$ cat config.mk
export PLATFORM = sky130hd
export DESIGN_NAME = bgp_enable_sequencer
export DESIGN_NICKNAME = d
export VERILOG_FILES = /design/src/rtl/bgp_seq_pkg.sv /design/src/rtl/bgp_chan_ctrl.sv /design/src/rtl/bgp_enable_sequencer.sv
export SDC_FILE = /design/constraint.sdc
export NUM_CORES = 1
export LEC_CHECK = 0
export BUFFER_PORTS_ARGS = -buffer_cell sky130_fd_sc_hd__buf_2
export CORE_AREA = 2 2 78 109
export CTS_CLUSTER_DIAMETER = 150
export DETAILED_ROUTE_END_ITERATION = 6
export DIE_AREA = 0 0 80 111
export GPL_TIMING_DRIVEN = 0
export HOLD_SLACK_MARGIN = 0.05
export PLACE_DENSITY = 0.65
export SYNTH_ARGS = -nofsm -noshare
export SYNTH_HDL_FRONTEND = slang
export SYNTH_HIERARCHICAL = 1
export SYNTH_SLANG_ARGS = --single-unit
$ cat constraint.sdc
create_clock -name wb_clk_i -period 3.2 [get_ports wb_clk_i]
set_clock_uncertainty 0.05 [all_clocks]
set_input_delay 0.48 -clock wb_clk_i [delete_from_list [all_inputs] [get_ports wb_clk_i]]
set_output_delay 0.48 -clock wb_clk_i [all_outputs]
set_load 0.1 [all_outputs]
$ cat src/rtl/bgp_seq_pkg.sv
// Shared types for the bandgap enable sequencer: per-channel state encoding
// and the default settle/timeout counter width.
package bgp_seq_pkg;

    localparam int CNT_W_DEF = 16;

    typedef enum logic [2:0] {
        ST_OFF,
        ST_WAIT,
        ST_SETTLE,
        ST_CHECK,
        ST_ON,
        ST_FAULT
    } bgp_state_t;

endpackage

$ cat src/rtl/bgp_chan_ctrl.sv
// One bandgap channel: ok synchroniser, power-up FSM, settle/timeout counter
// and the drop counter that watches the comparator once the channel is ON.
module bgp_chan_ctrl
    import bgp_seq_pkg::*;
#(
    parameter int CNT_W       = CNT_W_DEF,
    parameter int SETTLE_CYC  = 1000,
    parameter int TIMEOUT_CYC = 4000,
    parameter int DROP_CYC    = 4,
    parameter int SYNC_STG    = 2
) (
    input  logic       clk,
    input  logic       rst_n,
    input  logic       grant,
    input  logic       req,
    input  logic       ok_raw,
    input  logic       clr,
    output logic [2:0] state,
    output logic       token,
    output logic       en,
    output logic       ready,
    output logic       fault
);

    localparam int DROP_W = $clog2(DROP_CYC + 1);

    logic [SYNC_STG-1:0] sync;
    logic                ok_s;
    bgp_state_t          cur;
    bgp_state_t          nxt;
    logic [CNT_W-1:0]    cnt;
    logic [CNT_W-1:0]    cnt_nxt;
    logic [CNT_W-1:0]    cnt_inc;
    logic [DROP_W-1:0]   drop;
    logic [DROP_W-1:0]   drop_nxt;
    logic [DROP_W-1:0]   drop_inc;
    logic                token_nxt;
    logic                en_nxt;
    logic                ready_nxt;
    logic                fault_nxt;

    generate
        if (SYNC_STG == 1) begin : g_sync_one
            always_ff @(posedge clk or negedge rst_n) begin
                if (!rst_n) sync <= '0;
                else        sync <= ok_raw;
            end
        end else begin : g_sync_chain
            always_ff @(posedge clk or negedge rst_n) begin
                if (!rst_n) sync <= '0;
                else        sync <= {sync[SYNC_STG-2:0], ok_raw};
            end
        end
    endgenerate

    assign ok_s     = sync[SYNC_STG-1];
    assign cnt_inc  = (cnt == '1) ? cnt : cnt + CNT_W'(1);
    assign drop_inc = (drop == '1) ? drop : drop + DROP_W'(1);

    always_ff @(posedge clk or negedge rst_n) begin
        if (!rst_n) begin
            cur   <= ST_OFF;
            cnt   <= '0;
            drop  <= '0;
            token <= 1'b0;
            en    <= 1'b0;
            ready <= 1'b0;
            fault <= 1'b0;
        end else begin
            cur   <= nxt;
            cnt   <= cnt_nxt;
            drop  <= drop_nxt;
            token <= token_nxt;
            en    <= en_nxt;
            ready <= ready_nxt;
            fault <= fault_nxt;
        end
    end

    // Fault entry is tested before req so a dropping request never hides a fault.
    always_comb begin
        nxt      = cur;
        cnt_nxt  = cnt;
        drop_nxt = drop;
        case (cur)
            ST_OFF: begin
                if (req) nxt = ST_WAIT;
            end
            ST_WAIT: begin
                if (!req)       nxt = ST_OFF;
                else if (grant) nxt = ST_SETTLE;
            end
            ST_SETTLE: begin
                if (!req)                                 nxt = ST_OFF;
                else if (cnt == CNT_W'(SETTLE_CYC - 1))   nxt = ST_CHECK;
                else                                      cnt_nxt = cnt_inc;
            end
            ST_CHECK: begin
                if (!ok_s && cnt == CNT_W'(TIMEOUT_CYC - 1)) nxt = ST_FAULT;
                else if (!req)                               nxt = ST_OFF;
                else if (ok_s)                               nxt = ST_ON;
                else                                         cnt_nxt = cnt_inc;
            end
            ST_ON: begin
                if (!ok_s && drop_inc == DROP_W'(DROP_CYC)) nxt = ST_FAULT;
                else if (!req)                              nxt = ST_OFF;
                else                                        drop_nxt = ok_s ? '0 : drop_inc;
            end
            ST_FAULT: begin
                if (clr) nxt = ST_OFF;
            end
            default: nxt = ST_OFF;
        endcase
        if (nxt != cur) begin
            cnt_nxt  = '0;
            drop_nxt = '0;
        end
    end

    always_comb begin
        token_nxt = (nxt == ST_SETTLE) || (nxt == ST_CHECK);
        en_nxt    = (nxt == ST_SETTLE) || (nxt == ST_CHECK) || (nxt == ST_ON);
        ready_nxt = (nxt == ST_ON);
        fault_nxt = (nxt == ST_FAULT);
    end

    assign state = cur;

endmodule

$ cat src/rtl/bgp_enable_sequencer.sv
// Powers N_CH bandgap macros up one at a time: a single start token is handed
// to the lowest-index waiting channel whenever no channel is settling or checking.
module bgp_enable_sequencer
    import bgp_seq_pkg::*;
#(
    parameter int N_CH        = 2,
    parameter int CNT_W       = CNT_W_DEF,
    parameter int SETTLE_CYC  = 1000,
    parameter int TIMEOUT_CYC = 4000,
    parameter int DROP_CYC    = 4,
    parameter int SYNC_STG    = 2
) (
    input  logic            wb_clk_i,
    input  logic            resetb,
    input  logic [N_CH-1:0] req_i,
    input  logic [N_CH-1:0] ok_i,
    input  logic [N_CH-1:0] clr_fault_i,
    output logic [N_CH-1:0] en_o,
    output logic [N_CH-1:0] ready_o,
    output logic [N_CH-1:0] fault_o,
    output logic            busy_o
);

    logic [2:0]      chan_state [N_CH];
    logic [N_CH-1:0] waiting;
    logic [N_CH-1:0] token;
    logic [N_CH-1:0] grant;

    generate
        for (genvar g = 0; g < N_CH; g++) begin : g_chan
            bgp_chan_ctrl #(
                .CNT_W       (CNT_W),
                .SETTLE_CYC  (SETTLE_CYC),
                .TIMEOUT_CYC (TIMEOUT_CYC),
                .DROP_CYC    (DROP_CYC),
                .SYNC_STG    (SYNC_STG)
            ) u_chan (
                .clk    (wb_clk_i),
                .rst_n  (resetb),
                .grant  (grant[g]),
                .req    (req_i[g]),
                .ok_raw (ok_i[g]),
                .clr    (clr_fault_i[g]),
                .state  (chan_state[g]),
                .token  (token[g]),
                .en     (en_o[g]),
                .ready  (ready_o[g]),
                .fault  (fault_o[g])
            );
            assign waiting[g] = (chan_state[g] == ST_WAIT);
        end
    endgenerate

    // Two's-complement trick isolates the lowest set bit, i.e. fixed priority to channel 0.
    assign busy_o = |token;
    assign grant  = busy_o ? '0 : (waiting & (~waiting + N_CH'(1)));

endmodule

==> summary.txt, run 1 <==
Synthesis
  – Synthesized cell area: about 3500 µm²
  – Synth Flop Type: dfrtp_1
  – Post-synthesis sequential area ratio: about two fifths
  – Post-synth EDFFs: 0
  – Synth Net Count: approximately 360
  – Synth Register Bits: 56
  – Distinct cell type count after synthesis: 76
  – Post-Syn Instances: 352
  – Synthesized area per cell: 9.81 µm²
  – Ys Warns: 6
  – Async S/R FF share, synth: 100%

Critical path
  – CP max-delay cell: or4bb_1
  – Peak fanout along the critical path: 10
  – Reg-to-reg slack, setup: 0.63 ns
  – CP Class: reg2reg
  – CP endpoint kind: flop
  – Max stage delay on crit path: 0.47 ns
  – Critical Path Start: g_chan[1].u_chan/drop[0]
  – Crit-path cells: ha_1 > or4bb_1 > a31oi_1 > a221oi_1 > o221ai_4 > buf_6 > nor2_1
  – Worst EP arrival: 2.69 ns
  – Reg2Reg Launch Point: g_chan[1].u_chan/drop[0]
  – Worst EP required: ~3.3 ns
  – Reg2reg end: g_chan[1].u_chan/cnt[8]
  – CP Launch Type: flop
  – Worst reg2reg path depth: 7

Floorplan
  – Die Ht: 111 µm
  – Num ports: 15
  – Rows: 39
  – Core ar.: 8000 µm²
  – Initial core utilization: 43.2%
  – Die width: 80 µm
  – Die area: a little under 9000 µm²

Drt
  – Vias per cell: 5.70
  – Drt pass-1 iters: 4
  – Routed wire length: 7080 µm
  – Starting DRT DRC Count: 104
  – Antenna Nets Post-Route: 0
  – Drc violations: 0
  – DR vias: 2715
  – Average wire per standard cell: between 10 and 15 µm

Global route
  – Initial antenna violation count: 0
  – Gr usage total: 16.8%
  – Largest net degree at the start of global routing: 57
  – First-pass GRT wire length: 12100 µm
  – Grt ovf: 0
  – Number of global-route vias before repair: 2630

Worst hold path
  – HP Class: in2async

Clocking
  – PostCTS Resize Cnt: 0
  – CTS tree: built
  – Clk buf depth: 2
  – Clk sinks: 56
  – Clock latency on the worst-skew pair: 0.29 ns
  – CTS Buf Count: 5
  – CTS root buffer: clkbuf_16
  – Worst-path clk slew: 0.07 ns
  – Post-CTS Hold Fix Bufs: 0
  – Post-CTS Setup Inserts: 0
  – Htree depth: 2

Final layout
  – Non-filler cells, final: 476
  – Multi-input combinational cell area: around 1900 µm²
  – Final nets: 385
  – Seq. cell area: around 1400 µm²
  – Area grow syn2layout: 10.1%
  – Share of cells above drive strength 1: approximately 18%
  – N_diodes: 0
  – Fill cell count: 784

Outcome
  – Status: complete, no violations

Placement
  – Pre-CTS setup slack: 0.634 ns
  – I/O Buffers: 14
  – Post-DP HPWL: 5120 µm
  – Placed Instances: between 400 and 500
  – Routability cong.: 0.926

Timing
  – Sum of negative setup slack: 0 ns
  – Tmin final: 2.57 ns
  – Final Setup Violations: 0
  – Fmax: 390 MHz
  – Final-report hold violation count: 0
  – Final max-slew violation count: 0
  – Fin crit share: 80.2%
  – RSZ-0062 raised after global routing: false
  – Slew margin rel.: roughly 52%
  – Slew @ Worst Pin: roughly 0.7 ns
  – Final Worst Setup Slack: about 0.63 ns

Power
  – P per Cell Area: 590 nW/µm²
  – Maximum VDD drop: 0.405 mV
  – Leakage: 1.49 nW

Run
  – Max Cap Violations: 0
==> sequential cells by signal (all words and copies together), names as in the netlist <==
signal	cells
g_chan.u_chan/cnt	32
g_chan.u_chan/drop	6
g_chan.u_chan/state	6
g_chan.u_chan/sync	4
g_chan.u_chan/en	2
g_chan.u_chan/fault	2
g_chan.u_chan/ready	2
g_chan.u_chan/token	2
==> synth_stat cells, drive strengths merged, types with 6 or more instances <==
master	count	share of area [%]
nand3	19	2.9
or3	10	2.0
nand4	22	4.2
nand2	23	2.6
o21ai	10	1.6
and2	6	1.1
dfrtp	56	41
inv	8	0.87
nor4	10	2.2
nor3	7	1.0
nor2	45	6.0
buf	6	2.0
and3	8	1.5
xor2	16	4.1
xnor2	9	2.3
a21oi	19	2.9
==> power breakdown <==
part	total [mW]	switching (mW)	internal [mW]
Sequential	0.814	0.0549	0.759
Combinational	0.868	0.588	0.280
Clock	0.561	0.249	0.313
Total	2.24	0.892	1.35
==> placed cells by master (no fill, tap or decap), types with 5 or more instances in the layout <==
cell type  count
xor2_1        16
buf_2         14
or3_1          9
nor2_1        35
nor4_1         8
dfrtp_1       56
clkbuf_1       6
and2_1         6
and3_1         7
a21oi_1       18
clkbuf_16      5
inv_1          7
nand4_1       21
nor2_2         7
nor3_1         7
nand2b_1       5
nand3_1       18
xnor2_1        9
nand2_1       22
o21ai_0        8
==> stage by stage <==
step | utilization, % | area [µm²] | power [mW] | hold slack [ns]
6_report | 47.5 | 3800 | 2.24 | 0.190
5_1_grt | 47.5 | 3800 | 2.37 | 0.232
3_3_place_gp | 45.6 | 3650 | 1.69 | 0.282
4_1_cts | 47.5 | 3800 | 2.27 | 0.234
3_5_place_dp | 45.6 | 3650 | 1.70 | 0.290
2_1_floorplan | - | 3450 | 1.52 | 0.134
==> routing by layer <==
metal,share of wire (%),GRT usage (%),up-vias,wire length [µm]
met2,52,29.2,37,3680
li1,-,-,1341,-
met4,1.9,6.33,0,131
met3,2.4,2.52,11,170
met5,0,0,-,0
met1,44,20.6,1326,3100
==> worst max path at each step <==
stage                          endpoint  slack [ns]  depth (start not counted)
3_5_place_dp    g_chan[1].u_chan/cnt[6]        0.63                          7
4_1_cts        g_chan[1].u_chan/cnt[12]        0.58                          7
2_1_floorplan  g_chan[1].u_chan/drop[1]        0.85                          8
5_1_grt         g_chan[1].u_chan/cnt[6]        0.41                          7
3_3_place_gp    g_chan[1].u_chan/cnt[2]        0.61                          7
6_report        g_chan[1].u_chan/cnt[8]        0.63                          7
==> area by class of cell <==
| class | instances | share of cell area (%) |
|---|---|---|
| Clock inverter | 1 | 0.197 |
| Multi-Input combinational cell | 277 | 50.8 |
| Timing Repair Buffer | 14 | 1.91 |
| Clock buffer | 7 | 3.75 |
| Buffer | 11 | 2.33 |
| Sequential cell | 56 | 36.8 |
| Tap cell | 102 | 3.35 |
| Inverter | 8 | 0.789 |
==> critical path, delay by kind of cell, from the launching register on <==
kind	cells	cell delay (ns)
adders and majority gates	1	0.34
buffers and inverters	1	0.20
DFF	1	0.43
AOI/OAI and AO/OA	3	0.91
and+or+nand+nor	2	0.52
==> logic make-up after synthesis <==
logic type	count (synthesis)	synth area share, %
fa+ha+maj	4	1.45
buf+inv	19	3.44
mux	3	0.869
xor+xnor	25	6.34
simple gates	187	33.5
flops	56	40.6
compound gates	58	13.8
(Power assumes the default switching activity.)
==> inputs of run 2 (changes only) <==
- ABC_AREA: unset -> 1
- CORE_AREA: 2 2 78 109 -> 2 2 79 111
- DIE_AREA: 0 0 80 111 -> 0 0 81 113
- clock period: 3.2 -> 2.4 ns (I/O delays scaled with it)
==> run 2 against run 1 <==
Net effect:
- core utilization up 1.4 points
- synthesized area rose by 4.1%
- worst setup slack worse by 0.26 ns
- first-iteration DRC count is 24% higher
- non-clock buffer count down 1
- critical path type unchanged
- highest routed layer unchanged
==> summary.txt, run 2 <==
Outcome
  – Status: complete, no violations (unchanged)

Final layout
  – Commonest cells after routing, fill and taps aside: nand2_1 (119), nor2_1 (79), inv_1 (60) (was dfrtp_1 (56), nor2_1 (35), nand2_1 (22))
  – N_diodes: 0 (unchanged)
  – Finished Cell Area: 3970 µm² (was 3800 µm²)
  – Largest register FFs: 32 (unchanged)
  – Fill cell count: 819 (was 784)
  – Largest Register: g_chan.u_chan/cnt (unchanged)
  – Area grow syn2layout: 10.4% (was 10.1%)
  – Share of cells above drive strength 1: 13.2% (was 17.6%)
  – Final nets: 526 (was 385)
  – Commonest non-fill, non-tap cell in the layout: nand2_1 (was dfrtp_1)

Drt
  – Vias per cell: 5.08 (was 5.70)
  – Drt pass-1 iters: 4 (unchanged)
  – Starting DRT DRC Count: 129 (was 104)
  – Average wire per standard cell: 12.6 µm (was 14.9 µm)
  – Drc violations: 0 (unchanged)
  – Routed wire length: 7780 µm (was 7080 µm)
  – DR vias: 3132 (was 2715)
  – Antenna Nets Post-Route: 0 (unchanged)

Critical path
  – CP Class: reg2reg (unchanged)
  – Worst EP required: 2.58 ns (was 3.33 ns)
  – Reg-to-reg slack, setup: 0.38 ns (was 0.63 ns)
  – Worst EP arrival: 2.21 ns (was 2.69 ns)
  – Peak fanout along the critical path: 10 (unchanged)
  – Crit path top cell by count: nand2_2
  – CP max-delay cell: dfrtp_1 (was or4bb_1)
  – CP Launch Type: flop (unchanged)
  – CP endpoint kind: flop (unchanged)
  – Worst reg2reg path depth: 13 (was 7)
  – Critical Path Start: g_chan[0].u_chan/cnt[0] (was g_chan[1].u_chan/drop[0])
  – Crit-path cells: ha_1 > nand2_2 > inv_2 > nand2_2 > nor2_1 > nand3_1 > nand3_2 > nand2_2 > nor2_4 > nor2_4 > buf_6 > nand4_1 > nand2_1 (was ha_1 > or4bb_1 > a31oi_1 > a221oi_1 > o221ai_4 > buf_6 > nor2_1)
  – End of the critical path: g_chan[0].u_chan/cnt[4] (was g_chan[1].u_chan/cnt[8])
  – Reg2reg end: g_chan[0].u_chan/cnt[4] (was g_chan[1].u_chan/cnt[8])
  – Max stage delay on crit path: 0.43 ns (was 0.47 ns)
  – Reg2Reg Launch Point: g_chan[0].u_chan/cnt[0] (was g_chan[1].u_chan/drop[0])

Floorplan
  – Die Ht: 113 µm (was 111 µm)
  – Core ar.: 8100 µm² (was 8000 µm²)
  – Initial core utilization: 44.4% (was 43.2%)
  – Num ports: 15 (unchanged)
  – Die width: 81 µm (was 80 µm)
  – Rows: 39 (unchanged)
  – Die area: 9150 µm² (was 8880 µm²)

Synthesis
  – Distinct cell type count after synthesis: 36 (was 76)
  – Ys Warns: 6 (unchanged)
  – Post-synth EDFFs: 0 (unchanged)
  – Synth Flop Type: dfrtp_1 (unchanged)
  – Synth Net Count: 505 (was 364)
  – Synthesized cell area: 3590 µm² (was 3450 µm²)
  – Area leader, netlist: dfrtp_1 (unchanged)
  – Synth Register Bits: 56 (unchanged)
  – Top cells by count, synth: nand2_1 (119), nor2_1 (79), inv_1 (60), dfrtp_1 (56), nand3_1 (34) (was dfrtp_1 (56), nor2_1 (35), nand2_1 (22), nand4_1 (21))
  – Top-area cell type share of the netlist area: 39.0% (was 40.6%)
  – Most common cell in the synthesized netlist: nand2_1 (was dfrtp_1)
  – Post-Syn Instances: 493 (was 352)
  – Area contributors post-synth: dfrtp_1 (39%), nand2_1 (12%), nor2_1 (8.2%), inv_1 (6.3%), xor2_1 (6.1%) (was dfrtp_1 (41%), xor2_1 (4.1%), nand4_1 (3.8%), nor2_1 (3.8%), a21oi_1 (2.6%))
  – Synthesized area per cell: 7.29 µm² (was 9.81 µm²)
  – Async S/R FF share, synth: 100% (unchanged)
  – Post-synthesis sequential area ratio: 39.0% (was 40.6%)

Power
  – Maximum VDD drop: 0.506 mV (was 0.405 mV)
  – Leakage: 2.09 nW (was 1.49 nW)
  – P per Cell Area: 822 nW/µm² (was 590 nW/µm²)

Global route
  – Number of global-route vias before repair: 3142 (was 2630)
  – Initial antenna violation count: 0 (unchanged)
  – Largest net degree at the start of global routing: 57 (unchanged)
  – Gr usage total: 18.5% (was 16.8%)
  – Grt ovf: 0 (unchanged)
  – First-pass GRT wire length: 13500 µm (was 12100 µm)

Clocking
  – Post-CTS Hold Fix Bufs: 0 (unchanged)
  – Htree depth: 2 (unchanged)
  – Clk buf depth: 2 (unchanged)
  – PostCTS Resize Cnt: 0 (unchanged)
  – CTS root buffer: clkbuf_16 (unchanged)
  – Clock latency on the worst-skew pair: 0.30 ns (was 0.29 ns)
  – CTS Buf Count: 5 (unchanged)
  – Post-CTS Setup Inserts: 0 (unchanged)
  – CTS tree: built (unchanged)
  – Clk sinks: 56 (unchanged)
  – Worst-path clk slew: 0.08 ns (was 0.07 ns)

Worst hold path
  – HP Class: in2async (unchanged)

Timing
  – Tmin final: 2.02 ns (was 2.57 ns)
  – Fin crit share: 84.3% (was 80.2%)
  – Final-report hold violation count: 0 (unchanged)
  – Fmax: 495 MHz (was 390 MHz)
  – Final Setup Violations: 0 (unchanged)
  – Slew @ Worst Pin: 0.704 ns (was 0.718 ns)
  – Hold_ws: 0.0662 ns (was 0.190 ns)
  – RSZ-0062 raised after global routing: false (unchanged)
  – Final max-slew violation count: 0 (unchanged)
  – Sum of negative setup slack: 0 ns (unchanged)
  – Slew margin rel.: 53.1% (was 52.2%)

Placement
  – I/O Buffers: 14 (unchanged)
  – Placed cell area: 3790 µm² (was 3650 µm²)
  – Post-DP HPWL: 5800 µm (was 5120 µm)
  – Routability cong.: 0.946 (was 0.926)

Run
  – Max Cap Violations: 0 (unchanged)
run 2: cell count changes after synthesis, moves of 6 or more:
| cell | delta |
|---|---|
| nand4_1 | +11 |
| nor4_1 | -7 |
| xor2_1 | +9 |
| nand2_2 | +6 |
| nand2_1 | +97 |
| nand3_1 | +16 |
| inv_2 | +9 |
| or3_1 | -9 |
| nor2_1 | +44 |
| a21oi_1 | -7 |
| inv_1 | +53 |
| xnor2_1 | -7 |
| and3_1 | -6 |
run 2: layout make-up:
cell class	instances	area [µm²]	share of cell area [%]
clock buffer	5	125	3.15
sequential	56	1400	35.3
timing repair buffer	14	72.6	1.83
inverter	70	263	6.62
tap	102	128	3.22
clock inverter	3	47.5	1.20
buffer	10	93.8	2.37
multi-input combinational	357	1840	46.3
run 2: kinds of logic (layout without fill, tap and decap cells):
family / Yosys count / count (layout) / share of synthesized area (%)
AO/OA/AOI/OAI: 28 / 28 / 4.87
XOR/XNOR: 27 / 27 / 6.58
adder cells (fa/ha/maj): 4 / 4 / 1.39
buffers and inverters: 80 / 102 / 9.92
flip-flops: 56 / 56 / 39.0
AND/OR/NAND/NOR: 298 / 298 / 38.3
run 2: critical path, delay by kind of cell (launching register included):
family	cells	cell delay, ns
flip-flops	1	0.43
AND/OR/NAND/NOR	10	0.98
adder cells (fa/ha/maj)	1	0.28
buffers and inverters	2	0.22
run 2: worst min-delay path by stage:
stage,from,endpoint,slack [ns]
6_report,resetb,g_chan[0].u_chan/token,0.07
5_1_grt,ok_i[1],g_chan[1].u_chan/sync[0],0.10
4_1_cts,ok_i[1],g_chan[1].u_chan/sync[0],0.11
3_5_place_dp,g_chan[1].u_chan/sync[0],g_chan[1].u_chan/sync[1],0.29
3_3_place_gp,g_chan[1].u_chan/sync[0],g_chan[1].u_chan/sync[1],0.29
2_1_floorplan,resetb,g_chan[0].u_chan/cnt[0],0.01
run 2: per-stage QoR:
| step | instances | utilization [%] | power, mW | worst slack [ns] |
|---|---|---|---|---|
| final | 617 | 49.0 | 3.26 | 0.378 |
| after global placement | 609 | 46.8 | 2.42 | 0.394 |
| after detailed placement | 609 | 46.8 | 2.43 | 0.394 |
| after CTS | 617 | 48.9 | 3.29 | 0.356 |
| after global routing | 617 | 49.0 | 3.45 | 0.120 |
| after floorplan | 493 | - | 2.14 | 0.527 |
run 2: report_power, final:
group,total (mW),internal [mW],switching (mW)
Sequential,1.07,1.01,0.0625
Combinational,1.33,0.409,0.925
Clock,0.852,0.497,0.355
run 2: metal layers:
layer	wire, µm	part of all wire [%]	global-route usage, %	vias up
li1	-	-	-	1607
met1	3160	41	19.8	1466
met2	4290	55	35.2	41
met3	136	1.7	2.79	18
met4	189	2.4	6.89	0
met5	0	0	0	-
